`src/rtl/tlv320_i2s_pkg.sv`:
```
// Shared constants and types for the TLV320 I2S master: slot geometry and the
// stereo sample pair carried through the transmit holding register.
package tlv320_pkg;
    localparam int SAMPLE_W   = 16;
    localparam int SLOT_BITS  = 32;
    localparam int FRAME_BITS = 64;
    localparam int DATA_START = 1;
    localparam int DATA_END   = 16;

    typedef struct packed {
        logic [SAMPLE_W-1:0] left;
        logic [SAMPLE_W-1:0] right;
    } pair_t;

    // Slot positions that carry sample bits; position 0 is the I2S one-bit delay.
    function automatic logic in_data_slot(input logic [4:0] s);
        return (s >= 5'(DATA_START)) && (s <= 5'(DATA_END));
    endfunction
endpackage

```
`src/rtl/tlv320_i2s_if.sv`:
```
// Codec serial pins plus the transmit/receive sample handshakes of the I2S master.
interface tlv320_i2s_if;
    import tlv320_pkg::*;

    logic                bclk;
    logic                lrclk;
    logic                dacdat;
    logic                adcdat;
    logic [SAMPLE_W-1:0] tx_left;
    logic [SAMPLE_W-1:0] tx_right;
    logic                tx_valid;
    logic                tx_ready;
    logic [SAMPLE_W-1:0] rx_left;
    logic [SAMPLE_W-1:0] rx_right;
    logic                rx_valid;
    logic                tx_underrun;

    modport master (
        output bclk, lrclk, dacdat, tx_ready, rx_left, rx_right, rx_valid, tx_underrun,
        input  adcdat, tx_left, tx_right, tx_valid
    );

    modport slave (
        input  bclk, lrclk, dacdat, tx_ready, rx_left, rx_right, rx_valid, tx_underrun,
        output adcdat, tx_left, tx_right, tx_valid
    );
endinterface

```
`src/rtl/tlv320_i2s_clkgen.sv`:
```
// BCLK divider and 64-bit frame counter; rise/fall strobe the inclk cycle whose
// closing edge moves bclk high/low.
module i2s_clkgen
    import tlv320_pkg::*;
#(
    parameter int BCLK_DIV = 4
) (
    input  logic                          inclk_i,
    input  logic                          reset_n_i,
    output logic                          bclk_o,
    output logic                          lrclk_o,
    output logic                          rise_o,
    output logic                          fall_o,
    output logic [$clog2(FRAME_BITS)-1:0] bit_cnt_o
);
    localparam int DW = $clog2(BCLK_DIV);
    localparam int BW = $clog2(FRAME_BITS);
    localparam logic [DW-1:0] RISE_CNT = DW'(BCLK_DIV / 2 - 1);
    localparam logic [DW-1:0] FALL_CNT = DW'(BCLK_DIV - 1);
    localparam logic [DW-1:0] HALF_CNT = DW'(BCLK_DIV / 2);

    logic [DW-1:0] div_cnt_q, div_cnt_d;
    logic [BW-1:0] bit_cnt_q;
    logic          bclk_q;

    assign rise_o    = (div_cnt_q == RISE_CNT);
    assign fall_o    = (div_cnt_q == FALL_CNT);
    assign div_cnt_d = fall_o ? '0 : div_cnt_q + DW'(1);

    // bclk is decoded from the next count so it stays in phase with div_cnt_q.
    always_ff @(posedge inclk_i or negedge reset_n_i) begin
        if (!reset_n_i) begin
            div_cnt_q <= '0;
            bclk_q    <= 1'b0;
            bit_cnt_q <= '0;
        end else begin
            div_cnt_q <= div_cnt_d;
            bclk_q    <= (div_cnt_d >= HALF_CNT);
            if (fall_o) bit_cnt_q <= bit_cnt_q + BW'(1);
        end
    end

    assign bclk_o    = bclk_q;
    assign lrclk_o   = bit_cnt_q[BW-1];
    assign bit_cnt_o = bit_cnt_q;
endmodule

```
`src/rtl/tlv320_i2s.sv`:
```
// I2S master for the TLV320: drives BCLK/LRCLK, serialises a held DAC pair once
// per frame and deserialises the ADC pair, MSB first with the one-bit delay.
module tlv320_i2s
    import tlv320_pkg::*;
#(
    parameter int BCLK_DIV = 4
) (
    input  logic         inclk,
    input  logic         reset_n,
    tlv320_i2s_if.master bus
);
    localparam int BW = $clog2(FRAME_BITS);
    localparam int SW = $clog2(SLOT_BITS);
    localparam int PW = 2 * SAMPLE_W;

    logic                rise, fall;
    logic [BW-1:0]       bit_cnt;
    logic [SW-1:0]       slot, slot_next;
    logic                frame_load, accept;

    pair_t               hold_q;
    logic                hold_full_q;
    logic [PW-1:0]       tx_sr_q;
    logic                dacdat_q, tx_underrun_q;
    logic [SAMPLE_W-1:0] rx_sr_q, rx_sr_d, rx_left_lat_q, rx_left_q, rx_right_q;
    logic                rx_valid_q;

    i2s_clkgen #(.BCLK_DIV(BCLK_DIV)) u_clkgen (
        .inclk_i   (inclk),
        .reset_n_i (reset_n),
        .bclk_o    (bus.bclk),
        .lrclk_o   (bus.lrclk),
        .rise_o    (rise),
        .fall_o    (fall),
        .bit_cnt_o (bit_cnt)
    );

    assign slot       = bit_cnt[SW-1:0];
    assign slot_next  = slot + SW'(1);
    assign frame_load = fall && (bit_cnt == BW'(FRAME_BITS - 1));
    assign accept     = bus.tx_valid && !hold_full_q;
    assign rx_sr_d    = {rx_sr_q[SAMPLE_W-2:0], bus.adcdat};

    // Accept and a full-register load are exclusive, so one block owns hold_full_q.
    always_ff @(posedge inclk or negedge reset_n) begin
        if (!reset_n) begin
            hold_q        <= '0;
            hold_full_q   <= 1'b0;
            tx_sr_q       <= '0;
            dacdat_q      <= 1'b0;
            tx_underrun_q <= 1'b0;
        end else begin
            tx_underrun_q <= 1'b0;
            if (accept) begin
                hold_q      <= pair_t'({bus.tx_left, bus.tx_right});
                hold_full_q <= 1'b1;
            end
            if (frame_load) begin
                dacdat_q <= 1'b0;
                if (hold_full_q) begin
                    tx_sr_q     <= hold_q;
                    hold_full_q <= 1'b0;
                end else begin
                    tx_sr_q       <= '0;
                    tx_underrun_q <= 1'b1;
                end
            end else if (fall) begin
                // Left then right bits drain from the top as each slot's data window opens.
                if (in_data_slot(slot_next)) begin
                    dacdat_q <= tx_sr_q[PW-1];
                    tx_sr_q  <= {tx_sr_q[PW-2:0], 1'b0};
                end else begin
                    dacdat_q <= 1'b0;
                end
            end
        end
    end

    always_ff @(posedge inclk or negedge reset_n) begin
        if (!reset_n) begin
            rx_sr_q       <= '0;
            rx_left_lat_q <= '0;
            rx_left_q     <= '0;
            rx_right_q    <= '0;
            rx_valid_q    <= 1'b0;
        end else begin
            rx_valid_q <= 1'b0;
            if (rise) begin
                if (in_data_slot(slot)) rx_sr_q <= rx_sr_d;
                if (bit_cnt == BW'(DATA_END)) rx_left_lat_q <= rx_sr_d;
                if (bit_cnt == BW'(SLOT_BITS + DATA_END)) begin
                    rx_left_q  <= rx_left_lat_q;
                    rx_right_q <= rx_sr_d;
                    rx_valid_q <= 1'b1;
                end
            end
        end
    end

    assign bus.dacdat      = dacdat_q;
    assign bus.tx_ready    = !hold_full_q;
    assign bus.tx_underrun = tx_underrun_q;
    assign bus.rx_left     = rx_left_q;
    assign bus.rx_right    = rx_right_q;
    assign bus.rx_valid    = rx_valid_q;
endmodule

```
`src/flat_wrapper.sv`:
```
// flat-port wrapper written by rule: the top's interface ports become plain ports
module tlv320_i2s_flat import tlv320_pkg::*;
#(
    parameter int BCLK_DIV = 4
)
  (inclk, reset_n, bus_bclk, bus_lrclk, bus_dacdat, bus_tx_ready, bus_rx_left, bus_rx_right, bus_rx_valid, bus_tx_underrun, bus_adcdat, bus_tx_left, bus_tx_right, bus_tx_valid);
  tlv320_i2s_if bus_i ();
  input  logic inclk;
  input  logic reset_n;
  output wire logic [$bits(bus_i.bclk)-1:0] bus_bclk;
  output wire logic [$bits(bus_i.lrclk)-1:0] bus_lrclk;
  output wire logic [$bits(bus_i.dacdat)-1:0] bus_dacdat;
  output wire logic [$bits(bus_i.tx_ready)-1:0] bus_tx_ready;
  output wire logic [$bits(bus_i.rx_left)-1:0] bus_rx_left;
  output wire logic [$bits(bus_i.rx_right)-1:0] bus_rx_right;
  output wire logic [$bits(bus_i.rx_valid)-1:0] bus_rx_valid;
  output wire logic [$bits(bus_i.tx_underrun)-1:0] bus_tx_underrun;
  input wire logic [$bits(bus_i.adcdat)-1:0] bus_adcdat;
  input wire logic [$bits(bus_i.tx_left)-1:0] bus_tx_left;
  input wire logic [$bits(bus_i.tx_right)-1:0] bus_tx_right;
  input wire logic [$bits(bus_i.tx_valid)-1:0] bus_tx_valid;
  assign bus_bclk = bus_i.bclk;
  assign bus_lrclk = bus_i.lrclk;
  assign bus_dacdat = bus_i.dacdat;
  assign bus_tx_ready = bus_i.tx_ready;
  assign bus_rx_left = bus_i.rx_left;
  assign bus_rx_right = bus_i.rx_right;
  assign bus_rx_valid = bus_i.rx_valid;
  assign bus_tx_underrun = bus_i.tx_underrun;
  assign bus_i.adcdat = bus_adcdat;
  assign bus_i.tx_left = bus_tx_left;
  assign bus_i.tx_right = bus_tx_right;
  assign bus_i.tx_valid = bus_tx_valid;
  tlv320_i2s #(.BCLK_DIV(BCLK_DIV)) u_core (.inclk(inclk), .reset_n(reset_n), .bus(bus_i));
endmodule
```
`config.mk`:
```
export PLATFORM = sky130hd
export DESIGN_NAME = tlv320_i2s_flat
export DESIGN_NICKNAME = d
export VERILOG_FILES = /design/src/rtl/tlv320_i2s_pkg.sv /design/src/rtl/tlv320_i2s_if.sv /design/src/rtl/tlv320_i2s_clkgen.sv /design/src/rtl/tlv320_i2s.sv /design/src/flat_wrapper.sv
export SDC_FILE = /design/constraint.sdc
export NUM_CORES = 1
export LEC_CHECK = 0
export BUFFER_PORTS_ARGS = -buffer_cell sky130_fd_sc_hd__buf_2
export CORE_MARGIN = 8
export CORE_UTILIZATION = 23
export CTS_BUF_LIST = sky130_fd_sc_hd__clkbuf_4
export DETAILED_ROUTE_END_ITERATION = 6
export PLACE_DENSITY = 0.46
export SLEW_MARGIN = 40
export SYNTH_ARGS = -nofsm -noshare
export SYNTH_HDL_FRONTEND = slang
export SYNTH_HIERARCHICAL = 1
export SYNTH_SLANG_ARGS = --single-unit
```
`constraint.sdc`:
```
create_clock -name inclk -period 1.94 [get_ports inclk]
set_input_delay 0.194 -clock inclk [delete_from_list [all_inputs] [get_ports inclk]]
set_output_delay 0.194 -clock inclk [all_outputs]
set_load 0.01 [all_outputs]
```
==> impl_metrics.json, run 1 <==
{
  "syn_area_per_cell_um2": 13.4,
  "cp-start-kind": "flop",
  "netSwitchingPower_mw": 1.50,
  "drv_slew": 0,
  "cts_tree": "built",
  "cts-root-buf": "clkbuf_4",
  "ys_ff_latch": 139,
  "max_freq_mhz": 513,
  "drv_cap": 0,
  "powerDensity_nw_per_um2": 727,
  "path_cells": "inv_2 -> ha_4 -> or3_4 -> o211ai_4 -> buf_12 -> clkbuf_16 -> nand3_2 -> a31oi_1",
  "max-slew-margin-rel_pct": 61.1,
  "overflow": 0,
  "rows": 59,
  "setup_viol": 2,
  "pwr-share-clk_pct": 33.9,
  "viasPerCell": 4.29,
  "rsz0062_at_grt": "yes",
  "drt_wl_total_mm": 14.0,
  "synth-edff-count": 0,
  "power_mw": 5.75,
  "p_comb_share_pct": 8.3,
  "postSynth.asyncResetShare_pct": 100,
  "vias": 3963,
  "multi_input_area_um2": 2480,
  "ys_warn_count": 6,
  "ir_worst_vdd_v": 0.000324,
  "dpl.hpwl_mm": 8.74,
  "status": "finished, violations left",
  "drc": 0,
  "finalHoldViolations": 0,
  "synthFlopType": "dfrtp_1",
  "area_growth_pct": 31.0,
  "coreArea_um2": 25900,
  "ant_nets": 0,
  "cts.sinks": 139,
  "die-area_um2": 31700,
  "die_x_um": 178,
  "synth_cell_types": 38,
  "cp.required_ps": 2410,
  "synthCells": 450,
  "crit_type": "reg2reg",
  "diodes": 0,
  "grtUsageTotal_pct": 9.04,
  "htree_num_levels": 4,
  "startpoint": "u_core/u_clkgen/bit_cnt_o[1]",
  "pin_count": 74,
  "min_period_ps": 1950,
  "grt_max_degree": 68,
  "port-buffer-count": 73,
  "seqPwrFrac_pct": 57.8,
  "rr_startpoint": "u_core/u_clkgen/bit_cnt_o[1]",
  "ys_seq_area_share_pct": 57.6,
  "finalClockSkew_ps": 24.3,
  "clk_latency_ps": 560,
  "n_fill_cell": 2605,
  "worst_slew_pin_slew_ps": 583,
  "dr.pass1.iters": 4,
  "critPathBufInv": 3,
  "p_sw_share_pct": 26.1,
  "violations": "setup timing",
  "antenna_found_initial": 2,
  "cts_buffer_depth": 2,
  "met1_length_mm": 6.57,
  "leakagePower_nw": 3.58,
  "cp.arrival_ps": 2420,
  "wl_met2_mm": 6.29,
  "ff_latch_area_um2": 3480,
  "cts.reportedPaths.clkPinSlew_ps": 130,
  "cp_top_family": "flip-flops",
  "cpPeakStageDelay_ps": 470,
  "hp-class": "in2async",
  "syn_nets": 494,
  "internal_power_mw": 4.25,
  "netlist_area_um2": 6040,
  "slowest_stage": "dfrtp_2",
  "wl_met3_um": 974,
  "whs_ps": 190,
  "wire_per_inst_um": 15.2,
  "fin_ws_ps": -8.52,
  "grt_pass1_wl_mm": 22.7,
  "nets": 619,
  "gp_congestion": 0.703,
  "die_h_um": 178,
  "cts_made_buffers": 17,
  "crit_fanout": 8,
  "grt_pass1_vias": 4255,
  "end_kind": "flop",
  "drive_above_1_share_pct": 52.0,
  "fin_crit_sh_pct": 100,
  "drt-initial-drc-count": 237,
  "routed.top_layer": "met5",
  "start_util_pct": 23.3
}
## synth_stat cells, types with 2 or more instances
| cell | instances | area share [%] |
|---|---|---|
| a21oi_1 | 31 | 2.6 |
| buf_2 | 12 | 0.99 |
| nand3_2 | 30 | 5.0 |
| nand2_1 | 11 | 0.68 |
| nor3_2 | 2 | 0.33 |
| nand4_1 | 2 | 0.21 |
| inv_1 | 6 | 0.37 |
| xor2_1 | 2 | 0.29 |
| a31oi_2 | 10 | 2.1 |
| buf_6 | 6 | 1.1 |
| xnor2_1 | 4 | 0.58 |
| nor2_1 | 4 | 0.25 |
| o21ai_0 | 31 | 2.6 |
| ha_1 | 8 | 1.7 |
| a31oi_1 | 21 | 2.2 |
| dfrtp_1 | 139 | 58 |
| mux2_2 | 96 | 18 |
| buf_4 | 2 | 0.25 |
| clkbuf_1 | 14 | 0.87 |
## metrics by stage
stage / setup TNS (ps) / instance area [um2] / setup WS, ps / cells / util (%)
floorplan: 0 / 6070 / 15.8 / 450 / -
global placement: -521 / 7060 / -29.3 / 852 / 27.3
detailed placement: -1460 / 7060 / -61.9 / 852 / 27.3
CTS: -93.0 / 7790 / -13.3 / 919 / 30.1
global route: -2030 / 7910 / -85.6 / 923 / 30.5
finish: -12.4 / 7910 / -8.52 / 923 / 30.5
## final cells by class
class | instances | area share, %
sequential | 139 | 44.0
clock buffer | 17 | 1.61
tap | 335 | 5.30
timing repair buffer | 140 | 15.4
inverter | 7 | 0.364
clock inverter | 15 | 2.04
multi-input combinational | 270 | 31.4
## repair_timing
item | CTS | global route
endpoints found under the hold margin | 106 | 0
gates cloned | 1 | 3
setup endpoints to repair | 31 | 32
buffers inserted | 0 | 1
resized for setup | 30 | 14
pin swaps | 8 | 26
hold buffers | 34 | 0
## path summary, 6_finish.rpt
check                      depth (start not counted)                      endpoint  slack [ps]
max in group asynchronous                          3             u_core/hold_q[11]        1110
hold reg to reg                                    1  u_core/u_clkgen/div_cnt_q[0]         470
setup / recovery                                   8            u_core/tx_sr_q[25]          -9
hold / removal                                     2              u_core/hold_q[8]         190
setup reg to reg                                   8            u_core/tx_sr_q[25]          -9
min in group inclk                                 4            u_core/hold_full_q         220
## power groups by stage
| stage | logic, mW | clock network (mW) | registers (mW) |
|---|---|---|---|
| final | 0.478 | 1.95 | 3.33 |
| after global routing | 0.530 | 2.15 | 3.38 |
| after CTS | 0.492 | 2.04 | 3.34 |
| after detailed placement | 0.433 | 0 | 3.39 |
| after global placement | 0.418 | 0 | 3.38 |
| after floorplan | 0.283 | 0 | 3.32 |
## routing by layer
metal  up-vias  track usage [%]
met2        75             13.6
met4         4             3.23
li1       1892                -
met1      1974             11.6
met3        18             3.58
met5         -                0
## sequential cells by signal, indices dropped and copies added, names as in the netlist, 6 cells and up
name,cells
u_core/bus.rx_right,16
u_core/hold_q,32
u_core/tx_sr_q,32
u_core/rx_sr_q,15
u_core/rx_left_lat_q,16
u_core/u_clkgen/bit_cnt_o,6
u_core/bus.rx_left,16
## layout by cell type, fill, tap and decap left out, types with 10 or more instances in the layout
cell / instances
o21ai_2: 10
mux2_2: 96
a21oi_1: 31
buf_2: 72
nand3_2: 31
nand2_1: 11
dfrtp_1: 137
a31oi_1: 21
o21ai_1: 19
a31oi_2: 10
dlygate4sd3_1: 34
buf_12: 14
clkbuf_4: 17
buf_4: 13
## kinds of logic (layout without fill, tap and decap cells)
| logic type | after synthesis | count (layout) | synth area share (%) |
|---|---|---|---|
| xor+xnor | 6 | 6 | 0.870 |
| mux | 96 | 96 | 17.9 |
| simple gates | 59 | 59 | 7.64 |
| buf+inv | 41 | 179 | 3.66 |
| fa+ha+maj | 8 | 8 | 1.66 |
| flops | 139 | 139 | 57.6 |
| compound gates | 101 | 101 | 10.7 |
Power figures use the tool's default switching activity.
==> run 2: changes to the inputs <==
- CORE_UTILIZATION: 23 -> 25
- PLACE_DENSITY: 0.46 -> 0.48
==> run 2 against run 1 <==
  * The run still ends with setup timing left
  * Utilization grew 3.5 points
  * Non-clock buffer count is 8 higher
  * Largest cell class unchanged
  * Global-route usage grew 1.1 points
==> impl_metrics.json, run 2 (synthesis gave the netlist of run 1 again) <==
{
  "ff_latch_area_um2": 3480,
  "rows": 57,
  "min_period_ps": 1990,
  "drt_wl_total_mm": 14.4,
  "leakagePower_nw": 3.74,
  "cts-root-buf": "clkbuf_4",
  "cpPeakStageDelay_ps": 470,
  "multi_input_area_um2": 2600,
  "power_mw": 5.93,
  "path_cells": "inv_2 -> ha_4 -> or3_4 -> o211a_4 -> clkbuf_16 -> o21ai_1 -> a31oi_2",
  "cp.arrival_ps": 2430,
  "die-area_um2": 29400,
  "fin_crit_sh_pct": 103,
  "cp.required_ps": 2380,
  "n_fill_cell": 2427,
  "cts.sinks": 139,
  "whs_ps": 171,
  "start_util_pct": 25.1,
  "hp-class": "in2async",
  "port-buffer-count": 73,
  "finalClockSkew_ps": 23.4,
  "drc": 0,
  "finalHoldViolations": 0,
  "drt-initial-drc-count": 167,
  "pin_count": 74,
  "cp_top_family": "compound AO/OA/AOI/OAI gates",
  "grt_pass1_vias": 4388,
  "coreArea_um2": 24000,
  "dp_cells": 845,
  "antenna_found_initial": 1,
  "wire_per_inst_um": 15.6,
  "largestRegisters": "u_core/hold_q (32), u_core/tx_sr_q (32)",
  "cts_tree": "built",
  "die_x_um": 171,
  "ir_worst_vdd_v": 0.000376,
  "gp_congestion": 0.745,
  "cp-start-kind": "flop",
  "status": "finished, violations left",
  "critPathBufInv": 2,
  "ant_nets": 0,
  "nets": 627,
  "crit_type": "reg2reg",
  "powerDensity_nw_per_um2": 726,
  "max_freq_mhz": 502,
  "violations": "setup timing",
  "rsz0062_at_grt": "yes",
  "grtUsageTotal_pct": 10.1,
  "mostFrequentLayoutCells": "dfrtp_1 (137), mux2_2 (84), buf_2 (72)",
  "crit_fanout": 8,
  "drive_above_1_share_pct": 53.5,
  "htree_num_levels": 4,
  "fin_ws_ps": -51.3,
  "dpl.hpwl_mm": 8.94,
  "end_kind": "flop",
  "drv_slew": 0,
  "drv_cap": 0,
  "final_common_cell": "dfrtp_1",
  "worst_slew_pin_slew_ps": 627,
  "cts_buffer_depth": 2,
  "cts.reportedPaths.clkPinSlew_ps": 150,
  "dr.pass1.iters": 4,
  "grt_max_degree": 61,
  "viasPerCell": 4.37,
  "max-slew-margin-rel_pct": 58.2,
  "fin_cells": 921,
  "dp_slack_ps": -83.4,
  "cts_made_buffers": 17,
  "finish.utilization_pct": 34.0,
  "clk_latency_ps": 560,
  "die_h_um": 171,
  "overflow": 0,
  "vias": 4027,
  "area_growth_pct": 35.2,
  "setup_viol": 23,
  "slowest_stage": "dfrtp_2",
  "grt_pass1_wl_mm": 23.4
}
[run 2: power breakdown]
part | internal [mW] | switching, mW
combinational | 0.304 | 0.185
sequential | 3.17 | 0.159
clock | 0.841 | 1.27
total | 4.31 | 1.62
[run 2: timing repair]
action,CTS,global route
pin swaps,11,28
endpoints found under the setup margin,31,47
hold buffers,34,0
gates resized for setup,21,47
endpoints found under the hold margin,91,0
buffers inserted,3,0
gates cloned,3,3
[run 2: final timing paths]
kind	cells past startpoint	slack, ps	to	from
hold / removal	2	170	u_core/bus.rx_left[11]	reset_n
setup reg to reg	7	-50	u_core/tx_sr_q[11]	u_core/u_clkgen/bit_cnt_o[1]
setup / recovery	7	-50	u_core/tx_sr_q[11]	u_core/u_clkgen/bit_cnt_o[1]
min in group inclk	4	220	u_core/hold_full_q	bus_tx_valid
hold reg to reg	1	470	u_core/u_clkgen/div_cnt_q[0]	u_core/u_clkgen/div_cnt_q[0]
max in group asynchronous	3	1070	u_core/tx_sr_q[3]	reset_n
[run 2: worst reg2reg max path: cells and delay by family (launching register included)]
| kind | cells | cell delay [ps] |
|---|---|---|
| AOI/OAI and AO/OA | 3 | 570 |
| DFF | 1 | 470 |
| and+or+nand+nor | 1 | 350 |
| buffers and inverters | 2 | 290 |
| adders and majority gates | 1 | 190 |
[run 2: through the flow]
step / area (um2) / setup TNS (ps)
final: 8170 / -534
after global routing: 8170 / -2970
after CTS: 7910 / -441
after detailed placement: 7070 / -929
after global placement: 7070 / -8.72
after floorplan: 6070 / 0
[run 2: area by class of cell]
type,instances,area share (%)
tap,324,4.96
clock buffer,17,1.56
clock inverter,15,2.43
inverter,7,0.322
timing repair buffer,148,16.2
sequential,139,42.6
antenna,1,0.0306
multi-input combinational,270,31.9
[run 2: per-layer routing]
metal	share of wire [%]	up-vias	GRT usage [%]
met3	4.6	14	2.98
met4	1.1	0	3.48
met2	49	64	16.0
met1	45	2051	12.9
met5	0	-	0
li1	-	1898	-
==> run 3: changes to the inputs <==
- GPL_TIMING_DRIVEN: default -> 0
==> run 3 against run 2 <==
  * The run still ends with setup timing left
  * Clock skew down 1.6 ps
  * Die area is the same
  * Clock-buffer cell count did not move
  * Critical endpoint is now u_core/tx_sr_q[7]
  * Sequential share of layout area increased by 1.5 points
  * Final cell count increased by 0.98%
  * Routed wire length grew 1.4%
  * Fmax decreased by 2.6%
  * Setup slack got worse by 54 ps
  * Hold slack got worse by 8.3 ps
  * Combinational power decreased by 3%
  * First-iteration DRC count increased by 16%
==> impl_metrics.json, run 3 (synthesis gave the netlist of run 1 again) <==
{
  "clk_latency_ps": 550,
  "seqPwrFrac_pct": 58.8,
  "path_cells": "inv_2 -> ha_4 -> or3_4 -> o211ai_4 -> buf_6 -> buf_12 -> nand3_2 -> a31oi_2",
  "cp.required_ps": 2400,
  "multi_input_area_um2": 2520,
  "cts_buffer_depth": 2,
  "max-slew-margin-rel_pct": 65.9,
  "wire_per_inst_um": 15.7,
  "r2r_slack_ps": -110,
  "drt_wl_total_mm": 14.6,
  "finish.utilization_pct": 32.9,
  "die_x_um": 171,
  "grtUsageTotal_pct": 10.4,
  "antenna_found_initial": 3,
  "drc": 0,
  "end_kind": "flop",
  "n_fill_cell": 2426,
  "violations": "setup timing",
  "grt_pass1_wl_mm": 23.9,
  "cp-start-kind": "flop",
  "start_util_pct": 25.1,
  "rsz0062_at_grt": "yes",
  "fin_crit_sh_pct": 105,
  "grt_pass1_vias": 4437,
  "gp_congestion": 0.725,
  "cts.sinks": 139,
  "slowest_stage": "dfrtp_2",
  "dpl.hpwl_mm": 9.51,
  "pin_count": 74,
  "status": "finished, violations left",
  "drive_above_1_share_pct": 53.4,
  "fin_ws_ps": -105,
  "htree_num_levels": 4,
  "cts_made_buffers": 17,
  "min_period_ps": 2050,
  "p_sw_share_pct": 28.9,
  "cts.reportedPaths.clkPinSlew_ps": 150,
  "drv_slew": 0,
  "fin_area_um2": 7900,
  "die-area_um2": 29400,
  "drv_cap": 0,
  "internal_power_mw": 4.04,
  "setup_viol": 32,
  "port-buffer-count": 73,
  "drt-initial-drc-count": 193,
  "cp.arrival_ps": 2510,
  "r2r-end": "u_core/tx_sr_q[7]",
  "p_comb_share_pct": 8.4,
  "mostFrequentLayoutCells": "dfrtp_1 (135), mux2_2 (96), buf_2 (76)",
  "nets": 634,
  "leakagePower_nw": 3.59,
  "rr_worst_depth": 8,
  "viasPerCell": 4.43,
  "worst_slew_pin_slew_ps": 512,
  "die_h_um": 171,
  "overflow": 0,
  "setup-tns-final_ps": -1890,
  "pwr-share-clk_pct": 32.9,
  "ant_nets": 0,
  "grt_max_degree": 76,
  "dr.pass1.iters": 4,
  "power_mw": 5.68,
  "place_area_um2": 6880,
  "ir_worst_vdd_v": 0.000287,
  "final_common_cell": "dfrtp_1",
  "startpoint": "u_core/u_clkgen/bit_cnt_o[0]",
  "cts_tree": "built",
  "ff_latch_area_um2": 3480,
  "area_growth_pct": 30.7,
  "cts-root-buf": "clkbuf_4",
  "crit_type": "reg2reg",
  "powerDensity_nw_per_um2": 720,
  "crit_fanout": 10,
  "whs_ps": 162,
  "cpPeakStageDelay_ps": 490,
  "crit_end": "u_core/tx_sr_q[7]",
  "hp-class": "in2async",
  "rows": 57,
  "finalHoldViolations": 0,
  "largestRegisters": "u_core/hold_q (32), u_core/tx_sr_q (32)",
  "coreArea_um2": 24000,
  "rr_startpoint": "u_core/u_clkgen/bit_cnt_o[0]",
  "max_freq_mhz": 489,
  "finalClockSkew_ps": 21.7,
  "vias": 4119,
  "netSwitchingPower_mw": 1.64
}
==> run 3: cell types whose count changed in the layout (fill, tap and decap cells not counted), sizes merged <==
cell	delta
diode	+2
bufinv	-2
clkinv	-3
inv	+3
clkbuf	+10
clkinvlp	+2
buf	-3
==> run 3: worst min path at each step <==
stage / startpoint / slack (ps) / end
after floorplan: reset_n / -100 / u_core/bus.dacdat
after global placement: bus_tx_left[6] / 430 / u_core/hold_q[22]
after detailed placement: reset_n / 190 / u_core/rx_left_lat_q[12]
after CTS: reset_n / 100 / u_core/rx_sr_q[13]
after global routing: reset_n / 130 / u_core/rx_left_lat_q[14]
final: reset_n / 160 / u_core/rx_left_lat_q[12]
==> run 3: worst max-delay path, delay by kind of cell, from the launching register on <==
kind	cells	cell delay [ps]
buf+inv	3	400
fa+ha+maj	1	200
flops	1	490
compound gates	2	410
simple gates	2	470
==> run 3: power groups by stage <==
stage | logic [mW] | registers, mW | clock network (mW)
2_1_floorplan | 0.283 | 3.32 | 0
3_3_place_gp | 0.411 | 3.39 | 0
3_5_place_dp | 0.437 | 3.40 | 0
4_1_cts | 0.493 | 3.35 | 1.99
5_1_grt | 0.533 | 3.39 | 2.09
6_report | 0.475 | 3.34 | 1.87
==> run 3: layer usage <==
metal	vias to the layer above	part of all wire, %	global-route usage [%]
met2	84	49	17.1
met1	2100	45	12.6
met4	0	1.2	3.71
met5	-	0	0
li1	1925	-	-
met3	10	5.0	3.31
==> run 3: timing repair <==
item,in CTS,in global routing
pin swaps,21,10
endpoints found under the hold margin,118,0
gates cloned,1,0
setup endpoints to repair,90,50
resized for setup,68,17
hold buffers,34,0
buffers inserted,13,0
==> run 3: area by class of cell <==
class / count / area share [%]
flip-flops and latches: 139 / 44.1
plain buffers: 33 / 3.55
repair buffers: 122 / 11.3
multi-input cells: 270 / 31.9
clock buffers: 17 / 1.62
clock inverters: 15 / 1.85
diodes: 3 / 0.0951
inverters: 7 / 0.364
well taps: 324 / 5.13
==> run 3: stage by stage <==
step / instances / setup slack, ps
global route: 930 / -170
CTS: 927 / -91.4
finish: 930 / -105
floorplan: 450 / 15.8
detailed placement: 848 / -445
global placement: 847 / -1580
